## src/rtl/prisoner_seeker.sv

```systemverilog
// prisoner_seeker: follows the box chain that starts at the prisoner's own
// number, opening one box every two cycles, until it finds his number, reads
// an out-of-range value, or has used up its allowance of openings.
module prisoner_seeker #(
  parameter int unsigned N_BOXES   = 8,
  parameter int unsigned MAX_TRIES = 4
) (
  input  logic       clk,
  input  logic       rst,
  input  logic       start,
  input  logic [7:0] prisoner_id,
  input  logic       abort,
  input  logic [7:0] box_data,
  output logic       rd_enable,
  output logic [7:0] box_sel,
  output logic       busy,
  output logic       done,
  output logic       found,
  output logic       err,
  output logic [7:0] tries
);

  typedef enum logic [1:0] {
    IDLE  = 2'd0,
    REQ   = 2'd1,
    CHECK = 2'd2,
    FIN   = 2'd3
  } state_t;

  localparam logic [7:0] MAX_TRIES_8 = MAX_TRIES[7:0];

  state_t     state_q, state_d;
  logic [7:0] id_q, id_d;
  logic [7:0] next_box_q, next_box_d;
  logic [7:0] tries_q, tries_d;
  logic       rd_enable_q, rd_enable_d;
  logic [7:0] box_sel_q, box_sel_d;
  logic       busy_q, busy_d;
  logic       done_q, done_d;
  logic       found_q, found_d;
  logic       err_q, err_d;
  logic [7:0] tries_inc;

  // Opening counter increment that sticks at 255 instead of wrapping.
  function automatic logic [7:0] sat_inc(input logic [7:0] v);
    return (v == 8'hFF) ? v : v + 8'd1;
  endfunction

  // A box index (or box content) that does not name a box in the room.
  function automatic logic out_of_range(input logic [7:0] v);
    return 32'(v) >= N_BOXES;
  endfunction

  assign tries_inc = sat_inc(tries_q);

  // Next-state and registered-output computation; the strobes (rd_enable,
  // box_sel, done) are produced one cycle ahead so they align with the state.
  always_comb begin
    state_d     = state_q;
    id_d        = id_q;
    next_box_d  = next_box_q;
    tries_d     = tries_q;
    busy_d      = busy_q;
    found_d     = found_q;
    err_d       = err_q;
    rd_enable_d = 1'b0;
    box_sel_d   = 8'd0;
    done_d      = 1'b0;

    unique case (state_q)
      IDLE: begin
        // start beats a simultaneous abort: abort is only looked at when busy
        if (start) begin
          id_d       = prisoner_id;
          next_box_d = prisoner_id;
          tries_d    = 8'd0;
          found_d    = 1'b0;
          err_d      = 1'b0;
          if (out_of_range(prisoner_id)) begin
            // no box is ever touched for an impossible prisoner number
            err_d   = 1'b1;
            done_d  = 1'b1;
            busy_d  = 1'b0;
            state_d = FIN;
          end else begin
            rd_enable_d = 1'b1;
            box_sel_d   = prisoner_id;
            busy_d      = 1'b1;
            state_d     = REQ;
          end
        end
      end

      REQ: begin
        if (abort) begin
          busy_d  = 1'b0;
          found_d = 1'b0;
          err_d   = 1'b0;
          state_d = IDLE;
        end else begin
          state_d = CHECK;
        end
      end

      CHECK: begin
        if (abort) begin
          // tries keeps the count of openings already completed
          busy_d  = 1'b0;
          found_d = 1'b0;
          err_d   = 1'b0;
          state_d = IDLE;
        end else begin
          tries_d = tries_inc;
          if (box_data == id_q) begin
            found_d = 1'b1;
            done_d  = 1'b1;
            busy_d  = 1'b0;
            state_d = FIN;
          end else if (out_of_range(box_data)) begin
            err_d   = 1'b1;
            done_d  = 1'b1;
            busy_d  = 1'b0;
            state_d = FIN;
          end else if (tries_inc == MAX_TRIES_8) begin
            found_d = 1'b0;
            done_d  = 1'b1;
            busy_d  = 1'b0;
            state_d = FIN;
          end else begin
            next_box_d  = box_data;
            rd_enable_d = 1'b1;
            box_sel_d   = box_data;
            state_d     = REQ;
          end
        end
      end

      FIN: begin
        // done is already high this cycle; abort here cannot suppress it
        state_d = IDLE;
      end

      default: begin
        busy_d  = 1'b0;
        state_d = IDLE;
      end
    endcase
  end

  // State and output registers with asynchronous active-low clear.
  always_ff @(posedge clk or negedge rst) begin
    if (!rst) begin
      state_q     <= IDLE;
      id_q        <= 8'd0;
      next_box_q  <= 8'd0;
      tries_q     <= 8'd0;
      rd_enable_q <= 1'b0;
      box_sel_q   <= 8'd0;
      busy_q      <= 1'b0;
      done_q      <= 1'b0;
      found_q     <= 1'b0;
      err_q       <= 1'b0;
    end else begin
      state_q     <= state_d;
      id_q        <= id_d;
      next_box_q  <= next_box_d;
      tries_q     <= tries_d;
      rd_enable_q <= rd_enable_d;
      box_sel_q   <= box_sel_d;
      busy_q      <= busy_d;
      done_q      <= done_d;
      found_q     <= found_d;
      err_q       <= err_d;
    end
  end

  assign rd_enable = rd_enable_q;
  assign box_sel   = box_sel_q;
  assign busy      = busy_q;
  assign done      = done_q;
  assign found     = found_q;
  assign err       = err_q;
  assign tries     = tries_q;

endmodule

```

## config.mk

```make
export PLATFORM = sky130hd
export DESIGN_NAME = prisoner_seeker
export DESIGN_NICKNAME = d
export VERILOG_FILES = /design/src/rtl/prisoner_seeker.sv
export SDC_FILE = /design/constraint.sdc
export NUM_CORES = 1
export LEC_CHECK = 0
export ABC_CLOCK_PERIOD_IN_PS = 7200
export CORE_ASPECT_RATIO = 0.75
export CORE_MARGIN = 5
export CORE_UTILIZATION = 31
export CTS_CLUSTER_SIZE = 20
export DETAILED_ROUTE_END_ITERATION = 8
export HOLD_SLACK_MARGIN = 0.1
export SKIP_LAST_GASP = 1
export SYNTH_ARGS = -nofsm -noshare
export SYNTH_HDL_FRONTEND = slang
export SYNTH_SLANG_ARGS = --single-unit
```

## constraint.sdc

```tcl
create_clock -name clk -period 7.2 [get_ports clk]
set_clock_uncertainty 0.05 [all_clocks]
set_input_delay 1.8 -clock clk [delete_from_list [all_inputs] [get_ports clk]]
set_output_delay 1.8 -clock clk [all_outputs]
set_load 0.01 [all_outputs]
```

=== Yosys cells after proc, flatten, opt, wreduce, memory -nomap -nowiden ===
Cells that the tools add are included.

* $add $sub $neg: 1
* Multipliers: 0
* Div/mod/pow operators: 0
* Magnitude comparators: 2
* Eq/ne operators: 14
* Shift operators: 0
* Mux-type cells: 50
* Bitwise logic cells: 0
* Reduce and logical (&&, ||, !) cells: 8

{| class="wikitable"
|+ Operators with widths
! kind !! number
|-
| two-way mux 8 bit || 9
|-
| one-hot mux 8 bit (2 select lines) || 2
|-
| two-way mux 1 bit || 26
|-
| greater-or-equal comparator 8 x 4 -> 1 bit (second input constant) || 2
|-
| two-way mux 2 bit || 7
|-
| AND reduction 5 bit || 2
|-
| one-hot mux 1 bit (3 select lines) || 3
|-
| adder 8 x 1 -> 8 bit (second input constant) || 1
|-
| equality test 8 x 3 -> 1 bit (second input constant) || 1
|-
| equality test 8 bit || 1
|-
| equality test 8 bit (second input constant) || 1
|-
| inequality test 4 bit (second input constant) || 2
|-
| one-hot mux 2 bit (4 select lines) || 1
|-
| inequality test 2 bit (second input constant) || 3
|-
| inequality test 3 bit (second input constant) || 2
|-
| inequality test 5 bit (second input constant) || 1
|-
| equality test 2 bit (second input constant) || 2
|-
| one-hot mux 1 bit (2 select lines) || 2
|-
| AND reduction 4 bit || 1
|-
| AND reduction 3 bit || 1
|-
| nonzero test 3 bit || 1
|-
| equality test 2 x 1 -> 1 bit (second input constant) || 1
|-
| logical NOT 2 bit || 1
|-
| AND reduction 2 bit || 1
|-
| nonzero test 2 bit || 1
|}

* Register bits: 31
* Bits in latches: 0
* RAM bits: 0
* Memory bits (read-only): 0
* Input port bits: 20
* Output and inout bits: 21
* Logic and storage cells: 84
* Memories: 0

=== Depth between registers and ports, before layout ===
Gate-level depths: netlist of the first run.

* Depth after elaboration: 8
* Depth in mapped cells: 9
* Mapped depth without buffers: 8

=== Worst setup path before layout of the first run ===
OpenSTA, ideal clock, no wires.

* Kind: input to register
* Start: input box_data[6]
* End: register busy_q, in the netlist busy
* Setup time: 125 ps
* Arrival: 3,149 ps
* Data required time: 7,025 ps
* Path slack: 3,876 ps
* Cell stages on the path: 5
* Path buffers: 0
* Cell sequence: or4_1 -> nor2_1 -> o311ai_4 -> o21bai_2 -> mux2_4

* Cells in the longest elaborated chain, start to end: 5
* Elaborated cells between the ends (all ways): 8
* Classes of those cells: order compare (1); eq/ne (2); mux (4); reduce/logical (1)

{| class="wikitable"
|+ RTL lines
! item !! RTL line !! text
|-
| from (decl) || 13 || <nowiki>input logic [7:0] box_data,</nowiki>
|-
| greater-or-equal comparator 8 x 4 -> 1 bit || 51 || <nowiki>return 32'(v) >= N_BOXES;</nowiki>
|-
| two-way mux 1 bit || 119 || <nowiki>end else if (out_of_range(box_data)) begin</nowiki>
|-
| two-way mux 1 bit || 114 || <nowiki>if (box_data == id_q) begin</nowiki>
|-
| two-way mux 1 bit || 106 || <nowiki>if (abort) begin</nowiki>
|-
| one-hot mux 1 bit (3 select lines) || 70 || <nowiki>unique case (state_q)</nowiki>
|-
| to (signal assigned) || 170 || <nowiki>busy_q <= busy_d;</nowiki>
|-
| to (decl) || 38 || <nowiki>logic busy_q, busy_d;</nowiki>
|}

Parallel ways exist; a longest one is shown, timed or not.
A chain may end at the register's enable or synchronous reset.

=== Worst setup path in the final report of the first run ===
* Start: input abort
* End: register tries_q[3], in the netlist tries[3]

* Cells in the longest elaborated chain, start to end: 2

{| class="wikitable"
|+ RTL lines
! item !! RTL line !! text
|-
| from (decl) || 12 || <nowiki>input logic abort,</nowiki>
|-
| inequality test 2 bit (no line) || n/a ||
|-
| AND reduction 3 bit (no line) || n/a ||
|-
| to (signal assigned) || 167 || <nowiki>tries_q <= tries_d;</nowiki>
|-
| to (decl) || 35 || <nowiki>logic [7:0] tries_q, tries_d;</nowiki>
|}

Every way passes these cells.

==> flow_summary.json, run 1 <==
{
  "detailedRoute.firstIterationViolations": 102,
  "cts_inserted_buffers": 5,
  "area_delta_synth_final_pct": 34.5,
  "cts_hold_buf": 0,
  "p_leak_nw": 0.895,
  "setup_viol": 0,
  "layout_worst_path_cycle_share_pct": 50.8,
  "worst_slew_margin_rel_pct": 56.7,
  "diodes": 0,
  "fin_cells": 284,
  "clock_pin_slew_on_the_worst_setup_and_hold_paths_ns": 0.07,
  "post-place-cells": 277,
  "finalHoldViolCount": 0,
  "layout-drive-gt1-share_pct": 10.0,
  "route.met2.wl_um": 1670,
  "post_synth_num_cell_types": 39,
  "grt_overflow": 0,
  "total_power_mw": 0.611,
  "grt_pass1_vias": 1238,
  "critical_path.endpoint_type": "flip-flop",
  "m1WireLength_um": 1850,
  "cts-root-buf": "sky130_fd_sc_hd__clkbuf_8",
  "cts-root-to-sink-buffers": 2,
  "postPlaceCellArea_mm2": 0.00213,
  "grt_max_degree": 32,
  "postSynthAreaPerCell_um2": 10.2,
  "cts_tree": "done",
  "max_freq_mhz": 273,
  "floorplan.io_pins": 41,
  "arrival_ns": 3.81,
  "worst_hold_path_type": "reg -> reg",
  "total_core_area_mm2": 0.00527,
  "sequential_element_share_of_the_synthesized_area_pct": 47.0,
  "hpwl_um": 2930,
  "number_of_nets_in_the_finished_design": 234,
  "post_layout_minimum_cycle_time_ns": 3.66,
  "synth_edf_count": 0,
  "detail_route.drc_violations": 0,
  "vias": 1354,
  "synthTopCellsByArea": "sky130_fd_sc_hd__dfrtp_1, sky130_fd_sc_hd__mux2_2, sky130_fd_sc_hd__xor2_1",
  "netlist_area_mm2": 0.00165,
  "crit_path_launch_type": "input pin",
  "cellPowerDensity_mw_per_mm2": 275,
  "rsz0062_at_grt": "no",
  "timing.setup.tns_ns": 0,
  "synth_largest_type_area_fraction_pct": 47.0,
  "worst_setup_margin_ns": 3.54,
  "synth_flop_cell": "sky130_fd_sc_hd__dfrtp_1",
  "tightest_slew_ns": 0.647,
  "top_signal_layer_used": "met4",
  "critPathKind": "in -> reg",
  "port-buffer-count": 40,
  "async_set_or_reset_register_ratio_after_synthesis_pct": 100,
  "die_h_um": 73.2,
  "yosysTopAreaCell": "sky130_fd_sc_hd__dfrtp_1",
  "post_cts_buffers": 0,
  "finish.instance_area_mm2": 0.00222,
  "n_fill_cell": 519,
  "pre_cts_slack_ns": 3.27,
  "global_route.usage.total_pct": 11.7,
  "synthCells": 162,
  "cts_resized": 0,
  "die-area_mm2": 0.00690,
  "antenna_found_initial": 0,
  "place.gp.congestion": 0.806,
  "totalWireLength_um": 3750,
  "yosys_warnings": 0,
  "outcome": "completed",
  "synth-seq-cells": 31,
  "cts_sinks": 31,
  "cp.required_ns": 7.35,
  "ys_top_cells_by_count": "sky130_fd_sc_hd__dfrtp_1, sky130_fd_sc_hd__nand2_1, sky130_fd_sc_hd__nor2_1",
  "clock_latency_on_the_worst_skew_pair_ns": 0.28,
  "detail_route.vias_per_cell": 4.77,
  "utilization_pct": 42.1,
  "drt.antenna.violating_nets": 0,
  "clock_tree.htree_level_count": 2,
  "drt-wirelength-per-cell_um": 13.2,
  "std_cell_rows": 23,
  "detailroute.wirelength.met3_um": 173,
  "fp.dieW_um": 94.3,
  "number_of_search_and_repair_iterations_in_the_first_detailed_routing_pass": 4,
  "number_of_maximum_capacitance_violations": 0,
  "critical_path_peak_fanout": 12,
  "drv_slew": 0,
  "worst_hold_slack_ns": 0.475,
  "first_pass_grt_wire_length_um": 6180,
  "vdd_drop_max_mv": 0.111,
  "starting_density_of_the_core_pct": 31.3,
  "most_used_standard_cell_by_instance_count_after_synthesis": "sky130_fd_sc_hd__dfrtp_1"
}
[worst max-delay path, cell delays in order]
cell,delay (ns)
sky130_fd_sc_hd__clkdlybuf4s50_1,0.49
sky130_fd_sc_hd__nand2b_1,0.31
sky130_fd_sc_hd__nor2_1,0.57
sky130_fd_sc_hd__o21ai_0,0.30
sky130_fd_sc_hd__nor2_1,0.15
sky130_fd_sc_hd__nor2_1,0.05
sky130_fd_sc_hd__a31oi_1,0.13
[placed cells by master, fill, tap and decap left out, drive strengths merged, types with 3 or more instances in the layout]
cell type / count
inv: 4
and2: 4
mux2: 10
a31oi: 3
nand3: 7
a32o: 3
nor2b: 3
nor3: 3
a21oi: 10
conb: 5
ha: 5
nor2: 14
nand2: 15
xor2: 8
nand2b: 3
o21ai: 12
dfrtp: 31
clkbuf: 6
clkdlybuf4s50: 40
[where the power goes]
part           switching, mW  internal (mW)  total (mW)
Clock                 0.0616         0.0749       0.136
Sequential            0.0291          0.215       0.244
Combinational          0.117          0.113       0.230
[metal layers]
metal | track usage [%] | vias to the layer above
li1 | - | 676
met1 | 17.3 | 642
met2 | 16.1 | 31
met3 | 3.30 | 5
met4 | 4.33 | 0
met5 | 0 | -
[area by class of cell]
class	count	area [um^2]	area share [%]
clock buffer	6	82.6	3.72
clock inverter	1	5.00	0.225
inverter	4	15.0	0.676
multi-input combinational	126	840	37.8
sequential	31	776	34.9
tap	75	93.8	4.23
timing repair buffer	41	408	18.4
[flip-flops by register name, indices dropped and copies added, names as in the netlist]
| signal | cells |
|---|---|
| box_sel | 8 |
| id_q | 8 |
| tries | 8 |
| state_q | 2 |
| busy | 1 |
| done | 1 |
| err | 1 |
| found | 1 |
| rd_enable | 1 |
[cells by family after synthesis]
group,after synthesis,share of synthesized area (%)
flip-flops,31,47.0
multiplexers,10,7.05
AND/OR/NAND/NOR,57,17.0
other,1,0.227
AO/OA/AOI/OAI,41,17.7
adder cells (fa/ha/maj),5,3.79
buffers and inverters,9,3.03
XOR/XNOR,8,4.25
[final timing paths]
path                                      startpoint                    to  slack (ns)  depth (start not counted)
worst min-delay path             id_q[2]$_DFFE_PN0P_   id_q[2]$_DFFE_PN0P_        0.47                          1
worst max register to register  tries[2]$_DFFE_PN0P_      busy$_DFFE_PN0P_        4.81                          6
min in group asynchronous                        rst  box_sel[4]$_DFF_PN0_        1.86                          2
max in group asynchronous                        rst   id_q[3]$_DFFE_PN0P_        4.94                          2
worst min register to register   id_q[2]$_DFFE_PN0P_   id_q[2]$_DFFE_PN0P_        0.47                          1
worst max-delay path                           abort  tries[3]$_DFFE_PN0P_        3.54                          7
(Power assumes the default switching activity.)
==> inputs of run 2 (changes only) <==
ABC_CLOCK_PERIOD_IN_PS = 3560   (was 7200)
clock period = 3.56 ns   (was 7.2 ns; I/O delays follow)
==> run 2 against run 1 <==
  * Clock power rose to 2.6 times the previous value
  * Die area unchanged
  * Largest cell class unchanged
  * Via count shrank 0.74%
  * Total power up 120%
  * Critical path depth fell by 1
  * Global-route usage is 0.95 points higher
  * Worst hold slack got worse by 0.011 ns
  * Routed wire length grew 7.7%
  * Final cell count is 1.1% higher
  * Sequential share of layout area shrank 0.70 points
==> flow_summary.json, run 2 (synthesis results as in run 1) <==
{
  "floorplan.io_pins": 41,
  "area.sequential_um2": 776,
  "critical_path_peak_fanout": 4,
  "vias": 1344,
  "antenna_found_initial": 0,
  "number_of_nets_in_the_finished_design": 236,
  "place.gp.congestion": 0.859,
  "arrival_ns": 2.76,
  "clock_tree.htree_level_count": 2,
  "grt_overflow": 0,
  "grt_pass1_vias": 1324,
  "hpwl_um": 3040,
  "n_fill_cell": 489,
  "worst_setup_margin_ns": 0.909,
  "total_core_area_mm2": 0.00527,
  "worst_slew_margin_rel_pct": 59.6,
  "critPathKind": "in -> reg",
  "timing.setup.tns_ns": 0,
  "starting_density_of_the_core_pct": 31.3,
  "grt_max_degree": 32,
  "post_cts_buffers": 0,
  "p_leak_nw": 0.920,
  "outcome": "completed",
  "cts_resized": 0,
  "area_delta_synth_final_pct": 37.2,
  "critical_path.endpoint_type": "flip-flop",
  "number_of_maximum_capacitance_violations": 0,
  "cts_sinks": 31,
  "die-area_mm2": 0.00690,
  "totalWireLength_um": 4030,
  "min_delay_path_depth": 1,
  "detail_route.vias_per_cell": 4.68,
  "vdd_drop_max_mv": 0.230,
  "cts-root-buf": "sky130_fd_sc_hd__clkbuf_8",
  "clock_latency_on_the_worst_skew_pair_ns": 0.27,
  "layout_worst_path_cycle_share_pct": 74.5,
  "crit_path_launch_type": "input pin",
  "number_of_search_and_repair_iterations_in_the_first_detailed_routing_pass": 4,
  "layout_commonest_cell": "sky130_fd_sc_hd__clkdlybuf4s50_1",
  "rsz0062_at_grt": "no",
  "worst_hold_slack_ns": 0.464,
  "cts_hold_buf": 0,
  "detailedRoute.firstIterationViolations": 73,
  "multi_input_area_um2": 840,
  "drt-wirelength-per-cell_um": 14.1,
  "post_layout_minimum_cycle_time_ns": 2.65,
  "drt.antenna.violating_nets": 0,
  "global_route.usage.total_pct": 12.7,
  "max_freq_mhz": 377,
  "cts_tree": "done",
  "die_h_um": 73.2,
  "fp.dieW_um": 94.3,
  "pre_cts_slack_ns": 0.617,
  "drv_slew": 0,
  "reg2reg_depth": 6,
  "finalHoldViolCount": 0,
  "cts-root-to-sink-buffers": 2,
  "post-place-cells": 279,
  "cellPowerDensity_mw_per_mm2": 593,
  "fin_cells": 287,
  "first_pass_grt_wire_length_um": 6760,
  "detail_route.drc_violations": 0,
  "clock_pin_slew_on_the_worst_setup_and_hold_paths_ns": 0.07,
  "layout_common_cells": "sky130_fd_sc_hd__clkdlybuf4s50_1, sky130_fd_sc_hd__dfrtp_1, sky130_fd_sc_hd__nand2_1",
  "cts_inserted_buffers": 5,
  "std_cell_rows": 23,
  "port-buffer-count": 40,
  "layout-drive-gt1-share_pct": 11.3,
  "tightest_slew_ns": 0.598,
  "diodes": 0,
  "total_power_mw": 1.34,
  "setup_viol": 0,
  "worst_hold_path_type": "reg -> reg",
  "cp.required_ns": 3.67
}
==> run 2: routing by layer <==
layer,vias to the layer above,share of wire [%],GRT usage (%)
li1,682,-,-
met1,635,51,19.0
met2,25,43,17.7
met3,2,5.0,3.30
met4,0,0.89,3.85
met5,-,0,0
==> run 2: stage by stage <==
step | util (%) | instance area (um^2)
final | 43.0 | 2260
after global routing | 43.0 | 2260
after CTS | 43.0 | 2260
after detailed placement | 40.8 | 2150
after global placement | 40.8 | 2150
after floorplan | - | 1670
==> run 2: worst paths after layout <==
check	startpoint	to	slack (ns)
setup / recovery	box_data[6]	busy$_DFFE_PN0P_	0.91
hold / removal	err$_DFFE_PN0P_	err$_DFFE_PN0P_	0.46
setup reg to reg	tries[2]$_DFFE_PN0P_	busy$_DFFE_PN0P_	1.14
hold reg to reg	err$_DFFE_PN0P_	err$_DFFE_PN0P_	0.46
max in group asynchronous	rst	id_q[7]$_DFFE_PN0P_	2.20
min in group asynchronous	rst	tries[1]$_DFFE_PN0P_	0.96
==> run 2: report_power, final <==
group          internal (mW)  switching (mW)
clock                  0.226           0.129
sequential             0.435          0.0641
combinational          0.242           0.247
==> run 2: final cells by class <==
cell class	instances	share of cell area, %
Timing Repair Buffer	43	18.7
Clock inverter	2	1.55
Inverter	4	0.663
Clock buffer	6	3.65
Sequential cell	31	34.3
Tap cell	75	4.14
Multi-Input combinational cell	126	37.1
==> run 2: critical path, cell delays in order <==
cell	delay (ns)
sky130_fd_sc_hd__clkdlybuf4s50_1	0.42
sky130_fd_sc_hd__or4_1	0.51
sky130_fd_sc_hd__nor2_1	0.28
sky130_fd_sc_hd__o311ai_4	0.19
sky130_fd_sc_hd__o21bai_2	0.16
sky130_fd_sc_hd__mux2_4	0.31
==> inputs of run 3 (changes only) <==
ABC_CLOCK_PERIOD_IN_PS = 2600   (was 3560)
clock period = 2.6 ns   (was 3.56 ns; I/O delays follow)
==> run 3 against run 2 <==
  * Register-to-register slack lost 0.94 ns
  * Routed wire length shrank 4.1%
  * Global-route usage shrank 0.38 points
  * Clock power grew 6.8%
  * Clock-buffer cell count is the same
  * Largest cell class unchanged
  * First-iteration DRC count grew 21%
==> flow_summary.json, run 3 (synthesis results as in run 1) <==
{
  "crit_path_launch_type": "flip-flop",
  "worst_hold_path_type": "reg -> reg",
  "grt_max_degree": 32,
  "cts_hold_buf": 0,
  "n_fill_cell": 518,
  "area_delta_synth_final_pct": 41.8,
  "outcome": "completed",
  "cts-root-to-sink-buffers": 2,
  "drt.antenna.violating_nets": 0,
  "cp.required_ns": 2.72,
  "cellPowerDensity_mw_per_mm2": 750,
  "global_route.usage.total_pct": 12.3,
  "detail_route.drc_violations": 0,
  "p_leak_nw": 0.974,
  "drv_slew": 0,
  "worst_setup_path_endpoint": "state_q[1]$_DFFE_PN0P_",
  "place.gp.congestion": 0.830,
  "layout_commonest_cell": "sky130_fd_sc_hd__clkdlybuf4s50_1",
  "max_freq_mhz": 417,
  "totalWireLength_um": 3870,
  "worst_hold_slack_ns": 0.479,
  "post_layout_minimum_cycle_time_ns": 2.40,
  "critPathKind": "reg -> reg",
  "cts_sinks": 31,
  "antenna_found_initial": 0,
  "critical_path.endpoint_type": "flip-flop",
  "first_pass_grt_wire_length_um": 6520,
  "fp.dieW_um": 94.3,
  "cts_inserted_buffers": 5,
  "detailedRoute.firstIterationViolations": 88,
  "hpwl_um": 2970,
  "post_cts_buffers": 0,
  "clock_latency_on_the_worst_skew_pair_ns": 0.28,
  "grt_pass1_vias": 1372,
  "number_of_search_and_repair_iterations_in_the_first_detailed_routing_pass": 4,
  "diodes": 0,
  "number_of_maximum_capacitance_violations": 0,
  "detail_route.vias_per_cell": 4.57,
  "regToRegEndpoint": "state_q[1]$_DFFE_PN0P_",
  "cts_tree": "done",
  "finalHoldViolCount": 0,
  "clock_tree.htree_level_count": 2,
  "layout-drive-gt1-share_pct": 16.4,
  "critical_path_peak_fanout": 10,
  "layout_common_cells": "sky130_fd_sc_hd__clkdlybuf4s50_1, sky130_fd_sc_hd__dfrtp_1, sky130_fd_sc_hd__buf_4",
  "number_of_nets_in_the_finished_design": 250,
  "reg2reg_depth": 8,
  "setup.reg_to_reg.worst_slack_ns": 0.20,
  "total_power_mw": 1.76,
  "rsz0062_at_grt": "no",
  "layout_worst_path_cycle_share_pct": 92.1,
  "cts-root-buf": "sky130_fd_sc_hd__clkbuf_8",
  "starting_density_of_the_core_pct": 31.3,
  "port-buffer-count": 40,
  "grt_overflow": 0,
  "drt-wirelength-per-cell_um": 12.9,
  "std_cell_rows": 23,
  "total_core_area_mm2": 0.00527,
  "critPathLaunch": "tries[0]$_DFFE_PN0P_",
  "rr_startpoint": "tries[0]$_DFFE_PN0P_",
  "vdd_drop_max_mv": 0.363,
  "arrival_ns": 2.52,
  "clock_pin_slew_on_the_worst_setup_and_hold_paths_ns": 0.06,
  "die-area_mm2": 0.00690,
  "setup_viol": 0,
  "floorplan.io_pins": 41,
  "vias": 1371,
  "cts_resized": 0,
  "die_h_um": 73.2
}
[run 3: cell count changes in the layout (fill, tap and decap cells not counted), sizes merged]
cell / previous run / this run
buf: 3 / 17
bufinv: 1 / 0
[run 3: final cells by class]
type | count | area (um^2) | share of cell area, %
clock inverter | 1 | 5.00 | 0.214
tap | 75 | 93.8 | 4.01
inverter | 4 | 15.0 | 0.642
timing repair buffer | 57 | 528 | 22.6
sequential | 31 | 776 | 33.2
clock buffer | 6 | 82.6 | 3.53
multi-input combinational | 126 | 840 | 35.9
[run 3: how the worst min path moves through the flow]
stage,start,end,cells past startpoint
floorplan,rst,box_sel[0]$_DFF_PN0_,0
global placement,id_q[1]$_DFFE_PN0P_,id_q[1]$_DFFE_PN0P_,1
detailed placement,busy$_DFFE_PN0P_,busy$_DFFE_PN0P_,1
CTS,id_q[1]$_DFFE_PN0P_,id_q[1]$_DFFE_PN0P_,1
global route,err$_DFFE_PN0P_,err$_DFFE_PN0P_,1
finish,err$_DFFE_PN0P_,err$_DFFE_PN0P_,1
[run 3: through the flow]
step	util (%)	std cells	worst slack, ns	cell area, um^2	TNS [ns]
6_report	44.4	300	0.204	2340	0
4_1_cts	44.4	300	0.180	2340	0
5_1_grt	44.4	300	0.0432	2340	0
3_5_place_dp	42.8	293	-0.0251	2250	-0.0251
3_3_place_gp	42.8	293	-0.0183	2250	-0.0473
2_1_floorplan	-	166	0.292	1670	0
[run 3: worst max-delay path: stages, from the launching register on]
cell and delay (ns):
sky130_fd_sc_hd__dfrtp_1 0.42, sky130_fd_sc_hd__ha_1 0.34, sky130_fd_sc_hd__nand3_1 0.11, sky130_fd_sc_hd__nand4_1 0.12
sky130_fd_sc_hd__a2111o_1 0.50, sky130_fd_sc_hd__o311ai_4 0.28, sky130_fd_sc_hd__buf_4 0.17, sky130_fd_sc_hd__a21oi_1 0.06
sky130_fd_sc_hd__o31ai_1 0.24
[run 3: layer usage]
metal	global-route usage, %	up-vias	wire [um]
met4	4.81	0	42
met3	2.99	4	166
met5	0	-	0
met1	17.5	638	1980
li1	-	708	-
met2	17.9	21	1680
[run 3: where the power goes]
group / switching (mW) / internal, mW / total [mW]
sequential: 0.0813 / 0.596 / 0.677
clock: 0.171 / 0.207 / 0.379
combinational: 0.339 / 0.361 / 0.700
